### config.mk
export PLATFORM = sky130hd
export DESIGN_NAME = symb_pll_lock_det
export DESIGN_NICKNAME = d
export VERILOG_FILES = /design/src/rtl/symb_pll_lock_det_pkg.sv /design/src/rtl/symb_pll_lock_det_edge_sync.sv /design/src/rtl/symb_pll_lock_det.sv
export SDC_FILE = /design/constraint.sdc
export NUM_CORES = 1
export LEC_CHECK = 0
export ABC_CLOCK_PERIOD_IN_PS = 5200
export BUFFER_PORTS_ARGS = -buffer_cell sky130_fd_sc_hd__buf_2
export CAP_MARGIN = 30
export CORE_MARGIN = 5
export CORE_UTILIZATION = 40
export CTS_CLUSTER_DIAMETER = 50
export CTS_CLUSTER_SIZE = 14
export DETAILED_ROUTE_END_ITERATION = 6
export GPL_ROUTABILITY_DRIVEN = 0
export PLACE_DENSITY = 0.61
export SYNTH_ARGS = -nofsm -noshare
export SYNTH_HDL_FRONTEND = slang
export SYNTH_SLANG_ARGS = --single-unit
### constraint.sdc
create_clock -name clk -period 5.2 [get_ports clk]
set_input_delay 0.52 -clock clk [delete_from_list [all_inputs] [get_ports clk]]
set_output_delay 0.52 -clock clk [all_outputs]
set_load 0.005 [all_outputs]
### src/rtl/symb_pll_lock_det_pkg.sv
// Shared definitions for the symbol PLL lock detector: state encoding, default widths
// and the hysteresis counter helpers.
package symb_pll_lock_det_pkg;

    localparam int unsigned LD_WIN_W_DEF       = 16;
    localparam int unsigned LD_CNT_W_DEF       = 12;
    localparam int unsigned LD_SYNC_STAGES_DEF = 2;
    localparam int unsigned LD_HYST_W          = 4;

    typedef enum logic {
        LdUnlocked = 1'b0,
        LdLocked   = 1'b1
    } ld_state_e;

    // A programmed threshold of zero behaves as one window.
    function automatic logic hyst_reached(input logic [LD_HYST_W-1:0] cnt,
                                          input logic [LD_HYST_W-1:0] n);
        logic [LD_HYST_W:0] thr;
        thr = (n == '0) ? (LD_HYST_W+1)'(1) : {1'b0, n};
        return ({1'b0, cnt} + (LD_HYST_W+1)'(1)) >= thr;
    endfunction

    function automatic logic [LD_HYST_W-1:0] hyst_inc(input logic [LD_HYST_W-1:0] cnt);
        return (cnt == '1) ? cnt : cnt + LD_HYST_W'(1);
    endfunction

endpackage

### src/rtl/symb_pll_lock_det_edge_sync.sv
// Brings one asynchronous comparator clock into the system domain and emits a
// single-cycle pulse per rising edge.
module symb_pll_lock_det_edge_sync #(
    parameter int unsigned SYNC_STAGES = 2
) (
    input  logic clk,
    input  logic rs,
    input  logic async_i,
    output logic pulse_o
);

    logic [SYNC_STAGES-1:0] sync_q;
    logic                   prev_q;

    always_ff @(posedge clk) begin
        if (rs) begin
            sync_q <= '0;
            prev_q <= 1'b0;
        end else begin
            sync_q <= {sync_q[SYNC_STAGES-2:0], async_i};
            prev_q <= sync_q[SYNC_STAGES-1];
        end
    end

    assign pulse_o = sync_q[SYNC_STAGES-1] & ~prev_q;

endmodule

### src/rtl/symb_pll_lock_det.sv
// Symbol PLL lock detector: counts ref/fbk edges over a programmable window and
// declares lock or loss-of-lock with consecutive-window hysteresis.
module symb_pll_lock_det
    import symb_pll_lock_det_pkg::*;
#(
    parameter int unsigned WIN_W       = LD_WIN_W_DEF,
    parameter int unsigned CNT_W       = LD_CNT_W_DEF,
    parameter int unsigned SYNC_STAGES = LD_SYNC_STAGES_DEF
) (
    input  logic                 clk,
    input  logic                 rs,
    input  logic                 clk_ref,
    input  logic                 clk_fbk,
    input  logic [WIN_W-1:0]     win_len,
    input  logic [CNT_W-1:0]     tol,
    input  logic [3:0]           lock_cnt,
    input  logic [3:0]           unlock_cnt,
    output logic                 lock,
    output logic                 win_done,
    output logic                 lost_lock,
    output logic [CNT_W-1:0]     ref_count,
    output logic [CNT_W-1:0]     fbk_count,
    output logic [CNT_W:0]       freq_err
);

    logic ref_pulse, fbk_pulse;

    symb_pll_lock_det_edge_sync #(
        .SYNC_STAGES (SYNC_STAGES)
    ) u_ref_sync (
        .clk     (clk),
        .rs      (rs),
        .async_i (clk_ref),
        .pulse_o (ref_pulse)
    );

    symb_pll_lock_det_edge_sync #(
        .SYNC_STAGES (SYNC_STAGES)
    ) u_fbk_sync (
        .clk     (clk),
        .rs      (rs),
        .async_i (clk_fbk),
        .pulse_o (fbk_pulse)
    );

    function automatic logic [CNT_W-1:0] sat_inc(input logic [CNT_W-1:0] cnt, input logic en);
        return (en && (cnt != '1)) ? cnt + CNT_W'(1) : cnt;
    endfunction

    logic [WIN_W-1:0] timer_q, timer_d, win_len_q, win_len_d, len_eff;
    logic [CNT_W-1:0] ref_acc_q, ref_acc_d, fbk_acc_q, fbk_acc_d;
    logic [CNT_W-1:0] ref_fin, fbk_fin;
    logic [CNT_W-1:0] ref_count_q, ref_count_d, fbk_count_q, fbk_count_d;
    logic [CNT_W:0]   freq_err_q, freq_err_d, abs_err;
    logic             win_done_q, win_done_d;
    logic             idle, terminal, match;

    assign idle = (win_len < WIN_W'(2));
    // Timer value 0 is the first cycle of a window, where the live length is captured.
    assign len_eff  = (timer_q == '0) ? win_len : win_len_q;
    assign terminal = (timer_q == len_eff - WIN_W'(1));
    assign ref_fin  = sat_inc(ref_acc_q, ref_pulse);
    assign fbk_fin  = sat_inc(fbk_acc_q, fbk_pulse);

    always_comb begin
        timer_d     = timer_q;
        win_len_d   = win_len_q;
        ref_acc_d   = ref_acc_q;
        fbk_acc_d   = fbk_acc_q;
        ref_count_d = ref_count_q;
        fbk_count_d = fbk_count_q;
        freq_err_d  = freq_err_q;
        win_done_d  = 1'b0;
        if (idle) begin
            timer_d   = '0;
            ref_acc_d = '0;
            fbk_acc_d = '0;
        end else begin
            if (timer_q == '0) begin
                win_len_d = win_len;
            end
            if (terminal) begin
                timer_d     = '0;
                ref_acc_d   = '0;
                fbk_acc_d   = '0;
                ref_count_d = ref_fin;
                fbk_count_d = fbk_fin;
                freq_err_d  = {1'b0, ref_fin} - {1'b0, fbk_fin};
                win_done_d  = 1'b1;
            end else begin
                timer_d   = timer_q + WIN_W'(1);
                ref_acc_d = ref_fin;
                fbk_acc_d = fbk_fin;
            end
        end
    end

    always_ff @(posedge clk) begin
        if (rs) begin
            timer_q     <= '0;
            win_len_q   <= '0;
            ref_acc_q   <= '0;
            fbk_acc_q   <= '0;
            ref_count_q <= '0;
            fbk_count_q <= '0;
            freq_err_q  <= '0;
            win_done_q  <= 1'b0;
        end else begin
            timer_q     <= timer_d;
            win_len_q   <= win_len_d;
            ref_acc_q   <= ref_acc_d;
            fbk_acc_q   <= fbk_acc_d;
            ref_count_q <= ref_count_d;
            fbk_count_q <= fbk_count_d;
            freq_err_q  <= freq_err_d;
            win_done_q  <= win_done_d;
        end
    end

    assign abs_err = freq_err_q[CNT_W] ? -freq_err_q : freq_err_q;
    assign match   = (abs_err <= {1'b0, tol}) &&
                     (ref_count_q != '0) && (fbk_count_q != '0) &&
                     (ref_count_q != '1) && (fbk_count_q != '1);

    ld_state_e            state_q;
    logic [LD_HYST_W-1:0] good_q, bad_q;
    logic                 lock_q, lost_lock_q;

    always_ff @(posedge clk) begin
        if (rs || idle) begin
            state_q     <= LdUnlocked;
            good_q      <= '0;
            bad_q       <= '0;
            lock_q      <= 1'b0;
            lost_lock_q <= 1'b0;
        end else begin
            lost_lock_q <= 1'b0;
            if (win_done_q) begin
                unique case (state_q)
                    LdUnlocked: begin
                        if (!match) begin
                            good_q <= '0;
                        end else if (hyst_reached(good_q, lock_cnt)) begin
                            state_q <= LdLocked;
                            lock_q  <= 1'b1;
                            good_q  <= '0;
                        end else begin
                            good_q <= hyst_inc(good_q);
                        end
                    end
                    LdLocked: begin
                        if (match) begin
                            bad_q <= '0;
                        end else if (hyst_reached(bad_q, unlock_cnt)) begin
                            state_q     <= LdUnlocked;
                            lock_q      <= 1'b0;
                            bad_q       <= '0;
                            lost_lock_q <= 1'b1;
                        end else begin
                            bad_q <= hyst_inc(bad_q);
                        end
                    end
                    default: state_q <= LdUnlocked;
                endcase
            end
        end
    end

    assign lock      = lock_q;
    assign lost_lock = lost_lock_q;
    assign win_done  = win_done_q;
    assign ref_count = ref_count_q;
    assign fbk_count = fbk_count_q;
    assign freq_err  = freq_err_q;

endmodule

# After elaboration in Yosys (flattened, before gate mapping)
# Index checks and enable logic that the tools add are counted.
[classes] bitwise_logic=7 n_addsub=10 magnitude_cmp=4 eq_ne=13 reduce_logical=19 mux=24
[ops] cell="$ne 12x12->1 const B" count=4
[ops] cell="$mux 4" count=8
[ops] cell="$add 12x1->12 const B" count=2
[ops] cell="$mux 12" count=2
[ops] cell="$reduce_bool 12->1" count=2
[ops] cell="$add 16x1->16 const B" count=1
[ops] cell="$eq 16x16->1" count=1
[ops] cell="$logic_not 16->1" count=1
[ops] cell="$lt 16x2->1 const B" count=1
[ops] cell="$mux 16" count=1
[ops] cell="$sub 16x1->16 const B" count=1
[ops] cell="$le 13x12->1" count=1
[ops] cell="$mux 13" count=1
[ops] cell="$neg 13->13" count=1
[ops] cell="$sub 12x12->13" count=1
[ops] cell="$add 4x1->5 const B" count=2
[ops] cell="$ge 5x4->1" count=2
[ops] cell="$mux 1" count=10
[ops] cell="$add 4x1->4 const B" count=2
[ops] cell="$eq 4x4->1 const B" count=2
[ops] cell="$logic_not 4->1" count=2
[ops] cell="$logic_and 1x1->1" count=6
[ops] cell="$ne 2x2->1 const B" count=3
[ops] cell="$ne 3x3->1 const B" count=2
[ops] cell="other kinds (11)" count=18
[totals] in_bits=40 out_inout_bits=40 elab_cells=94 register_bits=111

# Logic depth before layout (Yosys ltp)
# Gate-level depths: netlist (run 1).
[logic_depth] ltp_word=9 mapped_depth=19 mapped_depth_nobuf=18

# Modules after synthesis
# From an unflattened synthesis (run 1), not the netlist that was laid out.
[unflattened] cells_unflattened=828 area_unflattened_um2=6895.4
[modules_own_cells] module="symb_pll_lock_det" seq_area_each_um2=2102.0 n_inst=1 cells_each=814 area_each_um2=6720.2
[modules_own_cells] module="symb_pll_lock_det_edge_sync" seq_area_each_um2=60.1 n_inst=2 cells_each=7 area_each_um2=87.6

# Worst setup path after synthesis (run 1)
# OpenSTA, ideal clock, no wires.
[synth_timing] path_type="register to register" startpoint="register timer_q[11]" endpoint="register ref_count_q[10], in the netlist ref_count[10]" arrival_time_ns=3.646 setup_time_ns=0.116 synth_period_minus_slack_ns=3.761 required_ns=5.084 n_path_buf=6 stages_incl_launch_ff=18 path_slack_ns=1.439 cell_sequence="dfxtp_1 > clkbuf_1 > nor4_4 > and4_1 > buf_4 > buf_6 > buf_2 > mux2i_1 > ha_1 > nand4b_1 > o21ai_0 > a31oi_1 > or4b_1 > and4bb_2 > buf_6 > buf_6 > nor3b_1 > a31o_1"
[synth_via] elab_chain_len=5
[synth_rtl] element="start: declaration" line_no="symb_pll_lock_det.sv:50" text="logic [WIN_W-1:0] timer_q, timer_d, win_len_q, win_len_d, len_eff;"
[synth_rtl] element="start signal: assignment" line_no="symb_pll_lock_det.sv:109" text="timer_q <= timer_d;"
[synth_rtl] element="$logic_not 16->1" line_no="symb_pll_lock_det.sv:60" text="assign len_eff = (timer_q == '0) ? win_len : win_len_q;"
[synth_rtl] element="$mux 16"
[synth_rtl] element="$sub 16x1->16" line_no="symb_pll_lock_det.sv:61" text="assign terminal = (timer_q == len_eff - WIN_W'(1));"
[synth_rtl] element="$eq 16x16->1 *" line_no="symb_pll_lock_det.sv:61"
[synth_rtl] element="$reduce_and 2->1 (no source line) *"
[synth_rtl] element="end signal: assignment" line_no="symb_pll_lock_det.sv:113" text="ref_count_q <= ref_count_d;"
[synth_rtl] element="end: declaration" line_no="symb_pll_lock_det.sv:53" text="logic [CNT_W-1:0] ref_count_q, ref_count_d, fbk_count_q, fbk_count_d;"
# Mark *: on every way between the ends. The rest lies on a longest branch, timed or not.
# A chain may end at the register's enable or synchronous reset.

# Worst setup path in the final report (run 1)
[layout_timing] startpoint="register timer_q[0]" endpoint="register freq_err_q[8], in the netlist freq_err[8]"
[layout_via] elab_chain_len=5
[layout_rtl] element="$logic_not 16->1" line_no="symb_pll_lock_det.sv:60"
[layout_rtl] element="$mux 16"
[layout_rtl] element="$sub 16x1->16" line_no="symb_pll_lock_det.sv:61"
[layout_rtl] element="$eq 16x16->1 *" line_no="symb_pll_lock_det.sv:61"
[layout_rtl] element="$reduce_and 2->1 (no source line) *"
[layout_rtl] element="end signal: assignment" line_no="symb_pll_lock_det.sv:115" text="freq_err_q <= freq_err_d;"
[layout_rtl] element="end: declaration" line_no="symb_pll_lock_det.sv:54" text="logic [CNT_W:0] freq_err_q, freq_err_d, abs_err;"
# Marks and branches as above.

==> summary.md, run 1 <==
| Metric | Value |
|---|---|
| Outcome | completed |
| Asr flop ratio synth | 0 |
| First-pass DRT Iterations | 5 |
| Area delta synth->final | 12.0% |
| Clock network power share | 0.366 |
| Final hold viol count | 0 |
| Lkg Pwr | between 3 and 4 nW |
| Register-to-Register Path Depth | 15 |
| Sw power | around 0.58 mW |
| PortBufs | between 70 and 80 |
| Synth unique cells | between 60 and 70 |
| Synth top cells by count | dfxtp_1, nor2_1, nand2_1 |
| Gate power share | 0.172 |
| Power per Cell Area | roughly 240 nW/um^2 |
| Worst-Margin Slew | roughly 860 ps |
| Tot GR Track Use | 0.178 |
| Diodes inserted | 0 |
| Max Freq | between 200 and 250 MHz |
| Synth top area share | 0.316 |
| Seq pwr share | 0.462 |
| RSZ-0062 raised after global routing | false |
| Resize count post-CTS | 0 |
| CP Launch Type | flip-flop |
| Die height | 143 um |
| Drt drc | 0 |
| Layout Cells excl Fill | roughly 1200 |
| Mean Syn Cell Area | between 8 and 9 sq um |
| Initial antenna violation count | 0 |
| CTS tree | done |
| Crit path required time | ~5500 ps |
| CP Capture Type | flip-flop |
| Sequential fraction of the synthesis area | 0.316 |
| YS warnings | 0 |
| Reg-to-Reg End | freq_err[8] |
| Num rows | between 40 and 50 |
| Post-synth EDFFs | 0 |
| Die Area | 20300 sq um |
| Synth Net Count | 955 |
| DP Cell Count | 1144 |
| Top-count cell post-synth | dfxtp_1 |
| CP max FO | 74 |
| Peak VDD IR | 0.185 mV |
| Final antenna-violating net count | 0 |
| Initial detailed-routing violation count | ~440 |
| Largest area contributor in the netlist | dfxtp_1 |
| Layout Skew | 21.6 ps |
| Max cap viols | 0 |
| # hold bufs at CTS | 0 |
| Max Slew Vio Count | 0 |
| R2r startpoint | timer_q[0] |
| Arr. time, crit path | 4450 ps |
| Primary FF master, synth | dfxtp_1 |
| TNS Setup | 0 ps |
| CTS sink cnt | between 100 and 150 |
| Clock buffer depth | 2 |
| Setup crit end | freq_err[8] |
| Final Setup Violations | 0 |
| Top Ports | 80 |
| Cell Area, Synth | roughly 7000 sq um |
| Worst-path clk slew | 90 ps |
| Crit path time final | 4210 ps |
| Register bit total from synthesis | around 110 |
| Relative slew slack | 0.421 |
| Core area | around 17000 sq um |
| Post-Syn Instances | approximately 900 |
| Nets@finish | about 1000 |
| Vias per cell | approximately 5.4 |
| Cell Int Power | about 1.3 mW |
| CP startpoint | timer_q[0] |
| Routed via count | about 6200 |
| CTS buffer count | 9 |
| Largest net degree at the start of global routing | between 70 and 80 |
| Period utilization | 0.809 |
| Sw Ratio | 0.301 |
| Setup Buffers After CTS | 0 |
| Hold crit path type | input pin to flip-flop |
| DR WL/cell | around 15 um |
| Vias in the first global route | 5775 |
| Synth area leaders | dfxtp_1, ha_1, xnor2_1, nor2_1, nand2_1 |
| Final Total Pwr | just under 2 mW |
| Setup CP Type | flip-flop to flip-flop |
| DP Wirelength | around 14 mm |
| Die Wd | 143 um |
| H-tree Lvls | 3 |
| Post-Route WL | about 18 mm |
| Layout cells sized above 1 | 0.141 |
| Clock Latency Late Sink | 370 ps |
| Remaining global-route overflow | 0 |
| Worst R2R Setup Slack | 990 ps |
| Initial Util | 0.406 |
| First-pass GRT wire length | slightly below 30 mm |
| CTS root buf | clkbuf_16 |
-- layer usage --
layer,global-route usage,wire [um],share of wire
met5,0,0,0
met1,0.254,8890,0.49
met4,0.0455,146,0.0081
met2,0.277,7930,0.44
met3,0.0339,1000,0.056
-- cells in the final DEF (no fill, tap or decap), drive strengths merged, types with 20 or more instances in the layout --
cell type,netlist,layout
inv,48,50
o21ai,35,35
nor2,95,95
xor2,26,26
ha,40,40
nor3b,26,26
dfxtp,111,111
nand3,42,42
xnor2,48,48
a31o,20,20
nand4,21,21
buf,23,86
a21oi,33,33
nor4,20,20
nand2,84,84
-- worst max-delay path, cell delays in order (launching register included) --
cell and delay (ps):
dfxtp_1 370, inv_1 80, ha_1 160, nor4b_4 270
and4_1 400, mux2i_1 380, ha_1 380, inv_1 180
a21oi_1 140, nand4_1 140, a21o_1 200, a2111oi_0 430
and4bb_2 330, buf_12 280, nor3b_1 90, a31o_2 230
-- metrics by stage --
stage | util | setup WS, ps | hold slack [ps] | area, sq um
global route | 0.455 | 536 | 374 | 7870
finish | 0.455 | 992 | 356 | 7870
global placement | 0.437 | 1090 | 418 | 7560
detailed placement | 0.437 | 1070 | 429 | 7560
CTS | 0.455 | 988 | 353 | 7870
floorplan | - | 1440 | 414 | 7030
-- kinds of logic after synthesis --
kind of cell             Yosys count  share of synthesized area
adder cells (fa/ha/maj)           41                     0.0741
multiplexers                      16                     0.0233
AND/OR/NAND/NOR                  383                      0.286
AO/OA/AOI/OAI                    159                      0.152
buffers and inverters             90                     0.0563
flip-flops                       111                      0.316
XOR/XNOR                          74                     0.0922
-- how the worst min path moves through the flow --
stage / startpoint / end / slack [ps] / cells after the start
after floorplan: u_fbk_sync.sync_q[0] / u_fbk_sync.sync_q[1] / 410 / 1
after global placement: u_fbk_sync.sync_q[0] / u_fbk_sync.sync_q[1] / 420 / 1
after detailed placement: u_ref_sync.sync_q[0] / u_ref_sync.sync_q[1] / 430 / 1
after CTS: clk_ref / u_ref_sync.sync_q[0] / 350 / 2
after global routing: clk_fbk / u_fbk_sync.sync_q[0] / 370 / 2
final: clk_ref / u_ref_sync.sync_q[0] / 360 / 2
-- area by class of cell --
cell class	count	area, sq um
flip-flops and latches	111	2220
repair buffers	86	460
clock buffers	9	225
multi-input cells	673	4410
clock inverters	7	86.3
well taps	225	282
inverters	49	184
fillers	1765	9420
-- registers in the layout (all words and copies together) (netlist names) --
signal and cells:
timer_q 16, win_len_q 16, freq_err 13, fbk_acc_q 12
fbk_count 12, ref_acc_q 12, ref_count 12, bad_q 4
good_q 4, u_fbk_sync.sync_q 2, u_ref_sync.sync_q 2, lock 1
lost_lock 1, state_q 1, u_fbk_sync.prev_q 1, u_ref_sync.prev_q 1
win_done 1
-- power groups by stage --
stage                     Sequential, mW  Combinational (mW)  Clock [mW]
final                              0.890               0.331       0.704
after global routing               0.893               0.369       0.755
after CTS                          0.889               0.327       0.724
after detailed placement           0.909               0.325           0
after global placement             0.909               0.328           0
after floorplan                    0.899               0.252           0
No activity file was read; power rests on OpenSTA's default activity.
==> run 2: changes to the inputs <==
ABC_CLOCK_PERIOD_IN_PS = 3700   (was 5200)
PLACE_DENSITY = 0.63   (was 0.61)
clock period = 3.7 ns   (was 5.2 ns; I/O delays follow)
==> summary.md, run 2 (synthesized netlist as in run 1, its figures left out) <==
| Metric | Value |
|---|---|
| Nets@finish | 1087 (was 1011) |
| Die Area | 20300 sq um (unchanged) |
| Top Layer Used | met4 (unchanged) |
| # hold bufs at CTS | 0 (unchanged) |
| Worst-path clk slew | 90 ps (about the same) |
| Crit path required time | 3960 ps (was 5450 ps) |
| Most frequent cells in the layout | dfxtp_1, nor2_1, nand2_1, buf_2, buf_4 (was dfxtp_1, nor2_1, nand2_1, buf_2) |
| M1 wire length | 9.70 mm (was 8.89 mm) |
| Final Total Pwr | 2.80 mW (was 1.93 mW) |
| Clock Latency Late Sink | 370 ps (about the same) |
| Hold crit path type | input pin to flip-flop (unchanged) |
| Top Ports | 80 (unchanged) |
| Final Setup Violations | 0 (unchanged) |
| Lkg Pwr | 3.83 nW (was 3.37 nW) |
| CP Launch Type | flip-flop (unchanged) |
| Vias per cell | 5.35 (was 5.37) |
| CP Capture Type | flip-flop (unchanged) |
| Remaining global-route overflow | 0 (unchanged) |
| Area delta synth->final | 25.1% (was 12.0%) |
| Crit path time final | 3670 ps (was 4210 ps) |
| Layout Cells excl Fill | 1236 (was 1160) |
| Met2 Wirelength | 8.56 mm (was 7.93 mm) |
| Largest stage delay, worst path | 520 ps (was 430 ps) |
| Max cap viols | 0 (unchanged) |
| Period utilization | 0.993 (was 0.809) |
| DP Cell Count | 1209 (was 1144) |
| CTS sink cnt | 111 (unchanged) |
| Multi-input logic area | 4630 sq um (was 4410 sq um) |
| PortBufs | 79 (unchanged) |
| Largest net degree at the start of global routing | 60 (was 75) |
| TNS Setup | 0 ps (unchanged) |
| Max Slew Vio Count | 0 (unchanged) |
| DR WL/cell | 15.9 um (was 15.5 um) |
| RSZ-0062 raised after global routing | true (was false) |
| CTS tree | done (unchanged) |
| Sequential Area | 2230 sq um (was 2220 sq um) |
| Fill cells | 1653 (was 1765) |
| Relative slew slack | 0.485 (was 0.421) |
| Outcome | completed (unchanged) |
| Crit path cell chain | inv_2 -> ha_4 -> nor4b_4 -> and4_4 -> mux2i_2 -> ha_2 -> inv_1 -> a21oi_1 -> nand4_1 -> a21o_1 -> a2111oi_1 -> and4bb_4 -> clkbuf_16 -> nor3b_1 -> a31o_2 (was inv_1 -> ha_1 -> nor4b_4 -> and4_1 -> mux2i_1 -> ha_1 -> inv_1 -> a21oi_1 -> nand4_1 -> a21o_1 -> a2111oi_0 -> and4bb_2 -> buf_12 -> nor3b_1 -> a31o_2) |
| First-pass DRT Iterations | 5 (unchanged) |
| Worst-Margin Slew | 770 ps (was 863 ps) |
| Setup CP Type | flip-flop to flip-flop (unchanged) |
| Die height | 143 um (unchanged) |
| Drt drc | 0 (unchanged) |
| Routed via count | 6618 (was 6234) |
| Diodes inserted | 0 (unchanged) |
| Final hold viol count | 0 (unchanged) |
| Layout cells sized above 1 | 0.245 (was 0.141) |
| Commonest non-fill, non-tap cell in the layout | dfxtp_1 (unchanged) |
| Post-Route WL | 19.6 mm (was 18.0 mm) |
| Place WS | -90.8 ps (was 1070 ps) |
| CTS root buf | clkbuf_16 (unchanged) |
| Post-route setup slack | 25.6 ps (was 992 ps) |
| Vias in the first global route | 5831 (was 5775) |
| Clock buffer depth | 2 (unchanged) |
| WL met3 | 1.09 mm (was 1.00 mm) |
| Tot GR Track Use | 0.181 (was 0.178) |
| Arr. time, crit path | 3930 ps (was 4450 ps) |
| CP max stage cell | a2111oi_1 (was a2111oi_0) |
| H-tree Lvls | 3 (unchanged) |
| DP Wirelength | 14.2 mm (was 13.6 mm) |
| Initial Util | 0.406 (unchanged) |
| Worst R2R Setup Slack | 30 ps (was 990 ps) |
| CTS buffer count | 9 (unchanged) |
| CP max FO | 7 (was 74) |
| Initial detailed-routing violation count | 374 (was 435) |
| Peak VDD IR | 0.240 mV (was 0.185 mV) |
| First-pass GRT wire length | 29.9 mm (was 29.7 mm) |
| Core area | 17300 sq um (unchanged) |
| Initial antenna violation count | 0 (unchanged) |
| Max Freq | 272 MHz (was 238 MHz) |
| Final antenna-violating net count | 0 (unchanged) |
| Power per Cell Area | 319 nW/um^2 (was 245 nW/um^2) |
| Num rows | 48 (unchanged) |
| Layout Skew | 16.7 ps (was 21.6 ps) |
| Die Wd | 143 um (unchanged) |
## run 2: changes by cell type in the layout (fill, tap and decap cells not counted), sizes merged
cell	before	now
clkbuf	9	15
inv	50	51
clkinv	6	4
buf	86	157
## run 2: final timing paths
| path | startpoint | to | cells after the start |
|---|---|---|---|
| min | clk_ref | u_ref_sync.sync_q[0] | 2 |
| max | timer_q[0] | freq_err[8] | 15 |
| min reg2reg | u_ref_sync.sync_q[0] | u_ref_sync.sync_q[1] | 1 |
| max reg2reg | timer_q[0] | freq_err[8] | 15 |
## run 2: layout make-up
class	instances	area share
clock buffer	10	0.0260
clock inverter	6	0.00826
inverter	49	0.0209
multi-input combinational	673	0.527
sequential	111	0.253
tap	225	0.0320
timing repair buffer	162	0.133
## run 2: routing by layer
metal,global-route usage,up-vias
met5,0,-
met4,0.0550,0
met3,0.0272,20
met2,0.271,160
met1,0.268,3076
li1,-,3362
## run 2: per-stage QoR
stage          utilization  hold WS, ps  instance area, sq um
5_1_grt              0.508          201                  8790
2_1_floorplan            -          414                  7040
3_3_place_gp         0.466          415                  8070
3_5_place_dp         0.466          428                  8070
4_1_cts              0.486          199                  8410
6_report             0.508          207                  8790
## run 2: where the power goes
part / switching (mW) / internal [mW]
Clock: 0.502 / 0.483
Combinational: 0.311 / 0.257
Sequential: 0.0292 / 1.22
## run 2: what timing repair did
action                     4_1_cts  5_1_grt
resized for setup                7       52
buffers inserted                 1        3
setup endpoints to repair        2       77
pin swaps                        3       16
cloned                           0        7
## run 2: critical path, delay by kind of cell (launching register included)
family | cells | cell delay [ps]
adders and majority gates | 2 | 380
and+or+nand+nor | 5 | 1180
AOI/OAI and AO/OA | 4 | 1080
buffers and inverters | 3 | 360
muxes | 1 | 250
DFF | 1 | 330
